<file path="src/rtl/mem_stage_lsu_pkg.sv">
// Shared definitions for the MEM-stage load/store unit: opcodes, size codes,
// FSM encoding and lane arithmetic.
package mem_stage_lsu_pkg;

  localparam logic [6:0] OP_I2 = 7'b0000011;  // loads
  localparam logic [6:0] OP_S  = 7'b0100011;  // stores

  localparam logic [1:0] WHB_BYTE = 2'b00;
  localparam logic [1:0] WHB_HALF = 2'b01;
  localparam logic [1:0] WHB_WORD = 2'b10;
  localparam logic [1:0] WHB_DBL  = 2'b11;

  typedef enum logic [1:0] {
    S_IDLE = 2'd0,
    S_REQ  = 2'd1,
    S_RESP = 2'd2
  } lsu_state_e;

  function automatic int lane_count(input int xlen);
    return xlen / 8;
  endfunction

endpackage

</file>
<file path="src/rtl/mem_stage_lsu_align.sv">
// Combinational lane logic: byte enables and replicated store data on the way
// out, lane extraction plus sign/zero extension on the way back.
module lsu_align
  import mem_stage_lsu_pkg::*;
#(
  parameter int XLEN = 32
) (
  input  logic [1:0]                  whb_i,
  input  logic [$clog2(XLEN/8)-1:0]   lane_i,
  input  logic [XLEN-1:0]             store_i,
  input  logic [XLEN-1:0]             rdata_i,
  input  logic                        su_i,
  output logic [lane_count(XLEN)-1:0] be_o,
  output logic [XLEN-1:0]             wdata_o,
  output logic [XLEN-1:0]             load_o
);

  localparam int NB = lane_count(XLEN);

  logic [XLEN-1:0] shifted;

  assign shifted = rdata_i >> {lane_i, 3'b000};

  always_comb begin
    be_o    = '0;
    wdata_o = '0;
    load_o  = '0;
    case (whb_i)
      WHB_BYTE: begin
        be_o    = NB'(1) << lane_i;
        wdata_o = {(XLEN/8){store_i[7:0]}};
        load_o  = su_i ? XLEN'(shifted[7:0]) : XLEN'(signed'(shifted[7:0]));
      end
      WHB_HALF: begin
        be_o    = NB'(3) << lane_i;
        wdata_o = {(XLEN/16){store_i[15:0]}};
        load_o  = su_i ? XLEN'(shifted[15:0]) : XLEN'(signed'(shifted[15:0]));
      end
      WHB_WORD: begin
        // At XLEN=32 both casts are identity, so su has no effect.
        be_o    = NB'(15) << lane_i;
        wdata_o = {(XLEN/32){store_i[31:0]}};
        load_o  = su_i ? XLEN'(shifted[31:0]) : XLEN'(signed'(shifted[31:0]));
      end
      default: begin
        be_o    = '1;
        wdata_o = store_i;
        load_o  = rdata_i;
      end
    endcase
  end

endmodule

</file>
<file path="src/rtl/mem_stage_lsu.sv">
// Handshaked MEM stage: registers the EX result, runs one data-memory access
// with wait states and timeout, and presents a one-cycle out_valid to WB.
module mem_stage_lsu
  import mem_stage_lsu_pkg::*;
#(
  parameter int XLEN    = 32,
  parameter int TIMEOUT = 16
) (
  input  logic                        clk,
  input  logic                        rst,
  input  logic                        in_valid,
  input  logic [6:0]                  opcode,
  input  logic [XLEN-1:0]             result,
  input  logic [XLEN-1:0]             Data_store,
  input  logic [1:0]                  whb,
  input  logic                        su,
  input  logic [XLEN-1:0]             PC_4,
  output logic                        d_req,
  output logic                        d_we,
  output logic [lane_count(XLEN)-1:0] d_be,
  output logic [XLEN-1:0]             d_addr,
  output logic [XLEN-1:0]             d_wdata,
  input  logic                        d_ack,
  input  logic [XLEN-1:0]             d_rdata,
  output logic                        stall,
  output logic                        out_valid,
  output logic [6:0]                  opcode_MEM,
  output logic [XLEN-1:0]             result_MEM,
  output logic [XLEN-1:0]             PC_4_MEM,
  output logic [XLEN-1:0]             Data_out_MEM,
  output logic                        misalign,
  output logic                        bus_err,
  output lsu_state_e                  dbg_state
);

  localparam int NB = lane_count(XLEN);
  localparam int LB = $clog2(NB);
  localparam int CW = $clog2(TIMEOUT + 1);

  lsu_state_e      state_q, state_d;
  logic [6:0]      opcode_q;
  logic [XLEN-1:0] result_q, pc4_q, store_q, data_out_q, data_out_d;
  logic [1:0]      whb_q;
  logic            su_q, misalign_q, misalign_d, bus_err_q, bus_err_d;
  logic [CW-1:0]   cnt_q, cnt_d;
  logic            is_mem_in, mis_in, accept, go_req;
  logic [NB-1:0]   be_w;
  logic [XLEN-1:0] wdata_w, load_w;

  assign is_mem_in = (opcode == OP_I2) || (opcode == OP_S);
  assign accept    = (state_q == S_IDLE) && in_valid;
  assign go_req    = accept && is_mem_in && !mis_in;

  always_comb begin
    mis_in = 1'b0;
    case (whb)
      WHB_HALF: mis_in = result[0];
      WHB_WORD: mis_in = (result[1:0] != 2'b00);
      WHB_DBL:  mis_in = (XLEN == 32) || (result[2:0] != 3'b000);
      default:  mis_in = 1'b0;
    endcase
  end

  lsu_align #(.XLEN(XLEN)) u_align (
    .whb_i   (whb_q),
    .lane_i  (result_q[LB-1:0]),
    .store_i (store_q),
    .rdata_i (d_rdata),
    .su_i    (su_q),
    .be_o    (be_w),
    .wdata_o (wdata_w),
    .load_o  (load_w)
  );

  always_ff @(posedge clk) begin
    if (!rst) begin
      state_q    <= S_IDLE;
      cnt_q      <= '0;
      opcode_q   <= '0;
      result_q   <= '0;
      pc4_q      <= '0;
      store_q    <= '0;
      whb_q      <= '0;
      su_q       <= 1'b0;
      data_out_q <= '0;
      misalign_q <= 1'b0;
      bus_err_q  <= 1'b0;
    end else begin
      state_q    <= state_d;
      cnt_q      <= cnt_d;
      data_out_q <= data_out_d;
      misalign_q <= misalign_d;
      bus_err_q  <= bus_err_d;
      if (accept) begin
        opcode_q <= opcode;
        result_q <= result;
        pc4_q    <= PC_4;
        store_q  <= Data_store;
        whb_q    <= whb;
        su_q     <= su;
      end
    end
  end

  always_comb begin
    state_d    = state_q;
    cnt_d      = cnt_q;
    data_out_d = data_out_q;
    misalign_d = misalign_q;
    bus_err_d  = bus_err_q;
    case (state_q)
      S_IDLE: begin
        cnt_d = '0;
        if (in_valid) begin
          data_out_d = '0;
          bus_err_d  = 1'b0;
          misalign_d = is_mem_in && mis_in;
          state_d    = go_req ? S_REQ : S_RESP;
        end
      end
      S_REQ: begin
        // An ack in the last allowed cycle still completes normally.
        if (d_ack) begin
          state_d    = S_RESP;
          data_out_d = (opcode_q == OP_I2) ? load_w : '0;
        end else if (cnt_q == CW'(TIMEOUT - 1)) begin
          state_d    = S_RESP;
          bus_err_d  = 1'b1;
          data_out_d = '0;
        end else begin
          cnt_d = cnt_q + 1'b1;
        end
      end
      S_RESP:  state_d = S_IDLE;
      default: state_d = S_IDLE;
    endcase
  end

  // Request handshake: d_req rises the cycle after accept and d_req/d_we/d_be/
  // d_addr/d_wdata stay constant until the cycle d_ack is sampled high.
  assign d_req        = (state_q == S_REQ);
  assign d_we         = d_req && (opcode_q == OP_S);
  assign d_be         = d_req ? be_w : '0;
  assign d_addr       = result_q & ~XLEN'(NB - 1);
  assign d_wdata      = wdata_w;
  assign stall        = (state_q == S_REQ) || go_req;
  assign out_valid    = (state_q == S_RESP);
  assign opcode_MEM   = opcode_q;
  assign result_MEM   = result_q;
  assign PC_4_MEM     = pc4_q;
  assign Data_out_MEM = data_out_q;
  assign misalign     = misalign_q;
  assign bus_err      = bus_err_q;
  assign dbg_state    = state_q;

endmodule

</file>
<file path="config.mk">
export PLATFORM = sky130hd
export DESIGN_NAME = mem_stage_lsu
export DESIGN_NICKNAME = d
export VERILOG_FILES = /design/src/rtl/mem_stage_lsu_pkg.sv /design/src/rtl/mem_stage_lsu_align.sv /design/src/rtl/mem_stage_lsu.sv
export SDC_FILE = /design/constraint.sdc
export NUM_CORES = 1
export LEC_CHECK = 0
export BUFFER_PORTS_ARGS = -buffer_cell sky130_fd_sc_hd__buf_2
export CORE_AREA = 2 2 125 127
export DETAILED_ROUTE_END_ITERATION = 12
export DIE_AREA = 0 0 127 129
export HOLD_SLACK_MARGIN = 0.12
export PLACE_DENSITY = 0.82
export SLEW_MARGIN = 20
export SYNTH_ARGS = -nofsm -noshare
export SYNTH_HDL_FRONTEND = slang
export SYNTH_SLANG_ARGS = --single-unit
</file>
<file path="constraint.sdc">
create_clock -name clk -period 5.35 [get_ports clk]
set_clock_uncertainty 0.05 [all_clocks]
set_input_delay 0.8025 -clock clk [delete_from_list [all_inputs] [get_ports clk]]
set_output_delay 0.8025 -clock clk [all_outputs]
set_load 0.01 [all_outputs]
</file>
==> flow_summary.rst <==
.. list-table::
   :header-rows: 1

   * - Metric
     - Value
   * - Outcome
     - finished, final reports clean
   * - Met2 Usage GRT
     - 43.6%
   * - Global router's overall resource usage
     - 25.5%
   * - Minimum clock period after layout
     - 3.56 ns
   * - Remaining number of nets flagged by the antenna check after routing
     - 0
   * - Int Power
     - 2010 uW
   * - Critical Path Start Type
     - flop
   * - Top cell type by total area after synthesis
     - dfxtp_1
   * - Proportion of total power due to net switching
     - 26.5%
   * - Worst-skew pair later-pin latency
     - 0.42 ns
   * - Overall via count from detail_route
     - 6976
   * - Unique masters post-synth
     - 51
   * - Layout overhead on the synthesized area
     - 27.0%
   * - HPWL after detailed placement
     - 15.8 mm
   * - Worst EP required
     - 4.50 ns
   * - Initial Util
     - 47.6%
   * - Max-capacitance violation count
     - 0
   * - Fin. max-slew vios
     - 0
   * - Worst Hold Class
     - flop to flop
   * - Count of flip-flops with a built-in enable after synthesis
     - 0
   * - Sequential fraction of the synthesis area
     - 41.3%
   * - Relative contribution of the clock network to total power
     - 41.9%
   * - Most used routing layer
     - met2
   * - Post-detailed-route via-to-cell ratio
     - 5.30
   * - Number of synthesized register bits
     - 147
   * - Final Non-Filler Cells
     - 1317
   * - Core area
     - 0.0150 sq mm
   * - Drt initial violations
     - 490
   * - Top flip-flop cell by instance count after synthesis
     - dfxtp_1
   * - Gpl congestion
     - 0.853
   * - Per-instance average area after synthesis
     - 8.16 sq um
   * - Number of nets in the layout
     - 1266
   * - Met3 usage
     - 8.02%
   * - Initial antenna violation count
     - 1
   * - Largest stage delay on the critical path
     - 0.82 ns
   * - Arrival time at the worst endpoint
     - 2.70 ns
   * - Gate power share
     - 14.9%
   * - Worst Max-Slew Pin Slew
     - 1.05 ns
   * - Largest net degree at the start of global routing
     - 99
   * - CP startpoint
     - whb_q[0]$_SDFFE_PN0P_
   * - Setup violation total in the final timing report
     - 0
   * - HP Start
     - Data_out_MEM[19]$_SDFFE_PN0P_
   * - Total leakage power
     - 0.00422 uW
   * - Number of buffers between clock root and the deepest sink
     - 2
   * - Hold-fix buffers, CTS
     - 0
   * - Total of fill cells in the finished design
     - 1343
   * - Number of antenna diodes
     - 0
   * - Drt drc
     - 0
   * - Average routed wire per standard cell
     - 16.4 um
   * - Power per unit of standard cell area
     - 302 mW/mm^2
   * - Mapped Area
     - 0.00712 sq mm
   * - Clk root buf
     - clkbuf_16
   * - Die X
     - 127 um
   * - Number of sinks driven by the clock tree
     - 147
   * - Unrepaired setup endpoints after global routing
     - false
   * - Final hold violation count
     - 0
   * - Total clock buffers created by CTS
     - 17
   * - Wire length of the first global-routing pass
     - 33.3 mm
   * - Height of the die
     - 129 um
   * - Switch Pwr
     - 723 uW
   * - Core Rows
     - 45
   * - Category of the critical setup timing path
     - flop to output port
   * - Share of final-layout standard cells stronger than drive strength 1
     - 34.0%
   * - Achievable frequency
     - 0.281 GHz
   * - Async set-reset flop share out of synthesis
     - 0%
   * - R2R Setup Slk
     - 2.69 ns
   * - Clock H-tree levels
     - 4
   * - Number of resized instances in the post-cts repair step
     - 0
   * - Total gr overflow
     - 0
   * - Cell count after synthesis
     - 873
   * - VDD IR max
     - 188 uV
   * - YS warnings
     - 0
   * - Port Buffer Count
     - 318
   * - Total instance count after detailed placement
     - 1286
   * - Worst-path cell chain
     - inv_1 -> ha_1 -> nor2_2 -> mux2_2 -> buf_2
   * - Largest driver fanout on the critical path
     - 21
   * - Slew margin rel.
     - 29.8%
   * - Ranking of synthesized cells by area
     - dfxtp_1 41%, nand2_1 14%, a21boi_0 12%, buf_4 4.4%, mux2_2 3.5%
   * - Met1 capacity usage during global routing
     - 30.4%
   * - Final worst path period share
     - 66.5%
   * - Post-CTS Setup Repair Bufs
     - 0
   * - Number of global-route vias before repair
     - 6451
   * - DRT Pass-1 Iters
     - 6
   * - Boundary pin count
     - 321
   * - Share of the synthesized area in the top cell type
     - 41.3%
   * - Total Die Area
     - 0.0164 sq mm
   * - Core Util, Final
     - 60.4%
   * - Setup TNS
     - 0 ns
   * - Power share of the sequential group
     - 43.2%
   * - CTS clock-pin slew for the worst setup and hold paths
     - 0.06 ns
   * - Detailed Route WL
     - 21.6 mm
   * - Crit path max-delay cell type
     - nor2_2
   * - Category of the worst setup path capture point
     - output port
   * - CTS tree
     - yes
   * - Worst flop-to-flop path startpoint
     - whb_q[0]$_SDFFE_PN0P_
   * - Hold slack final
     - 0.409 ns
==> registers in the layout (all words and copies together), names as in the netlist <==
signal / flops
su_q: 1
opcode_MEM: 7
misalign: 1
store_q: 32
whb_q: 2
result_MEM: 32
cnt_q: 5
PC_4_MEM: 32
dbg_state: 2
Data_out_MEM: 32
bus_err: 1
==> layout by cell type (no fill, tap or decap), types with 6 or more instances in the layout <==
master       n
nand2_1    268
nand2b_1    25
ha_1         6
mux2_2      22
a32o_1      16
buf_2      319
o211ai_1    12
nor2b_1      8
a22o_1       8
buf_4        7
a21oi_1     13
a21boi_0   117
dfxtp_1    147
a22oi_1     12
o21ai_0     11
inv_1       10
nor3b_1      7
clkbuf_16   17
nor2_1      27
nand4_1      9
==> routing by layer <==
layer	share of wire, %	up-vias
li1	-	3413
met1	40	3235
met2	49	283
met3	7.8	45
met4	2.7	0
met5	0	-
==> final timing paths <==
path	endpoint	depth (start not counted)
worst max-delay path	d_wdata[20]	5
worst min-delay path	Data_out_MEM[19]$_SDFFE_PN0P_	1
worst max register to register	Data_out_MEM[5]$_SDFFE_PN0P_	6
worst min register to register	Data_out_MEM[19]$_SDFFE_PN0P_	1
==> cells by family after synthesis <==
logic type      Yosys count  synth area share, %
simple gates            369                 22.5
flops                   147                 41.3
buf+inv                 111                 8.15
compound gates          213                 22.9
mux                      26                 4.04
other cells               1               0.0526
fa+ha+maj                 6                 1.05
==> area by class of cell <==
type,instances,area [sq um],area share (%)
flip-flops and latches,147,2940,32.5
clock inverters,9,108,1.19
multi-input cells,616,3620,40.1
inverters,10,37.5,0.415
repair buffers,326,1650,18.2
well taps,188,235,2.60
clock buffers,21,450,4.98
==> through the flow <==
stage	total power (uW)	worst slack, ns	cell area [sq um]
after floorplan	1450	2.52	7130
after global placement	1600	2.30	8480
after detailed placement	1600	2.25	8480
after CTS	2740	1.77	9040
after global routing	2840	1.60	9050
final	2730	1.79	9050
==> synthesized netlist by cell type, types with 2 or more instances <==
library cell	n
nand2b_1	25
inv_1	10
nor3_1	2
and3_1	3
o22ai_1	2
a32o_1	16
mux2_2	22
clkbuf_1	46
o2111ai_1	3
or3_1	3
buf_2	5
a22oi_1	12
nor3b_1	7
a21boi_0	117
buf_4	42
nor2b_1	8
a22o_1	8
nand2_1	268
a21oi_1	13
a2bb2oi_1	4
dfxtp_1	147
buf_1	8
or4bb_1	2
o21ai_0	11
mux2i_1	4
and2_1	3
nand4_1	9
o21bai_1	3
and3b_1	2
nand3_1	2
nor2_1	29
o211ai_1	12
ha_1	6
o21a_1	2
==> critical path, delay by kind of cell (launching register included) <==
kind | cells | cell delay [ns]
adders and majority gates | 1 | 0.45
DFF | 1 | 0.37
buffers and inverters | 2 | 0.22
muxes | 1 | 0.42
and+or+nand+nor | 1 | 0.82
==> power by group through the flow <==
| stage | clock, uW | sequential, uW | combinational [uW] |
|---|---|---|---|
| floorplan | 0 | 1210 | 240 |
| global placement | 0 | 1200 | 397 |
| detailed placement | 0 | 1200 | 403 |
| CTS | 1160 | 1180 | 405 |
| global route | 1210 | 1180 | 447 |
| finish | 1140 | 1180 | 406 |
No activity file was read; power rests on OpenSTA's default activity.
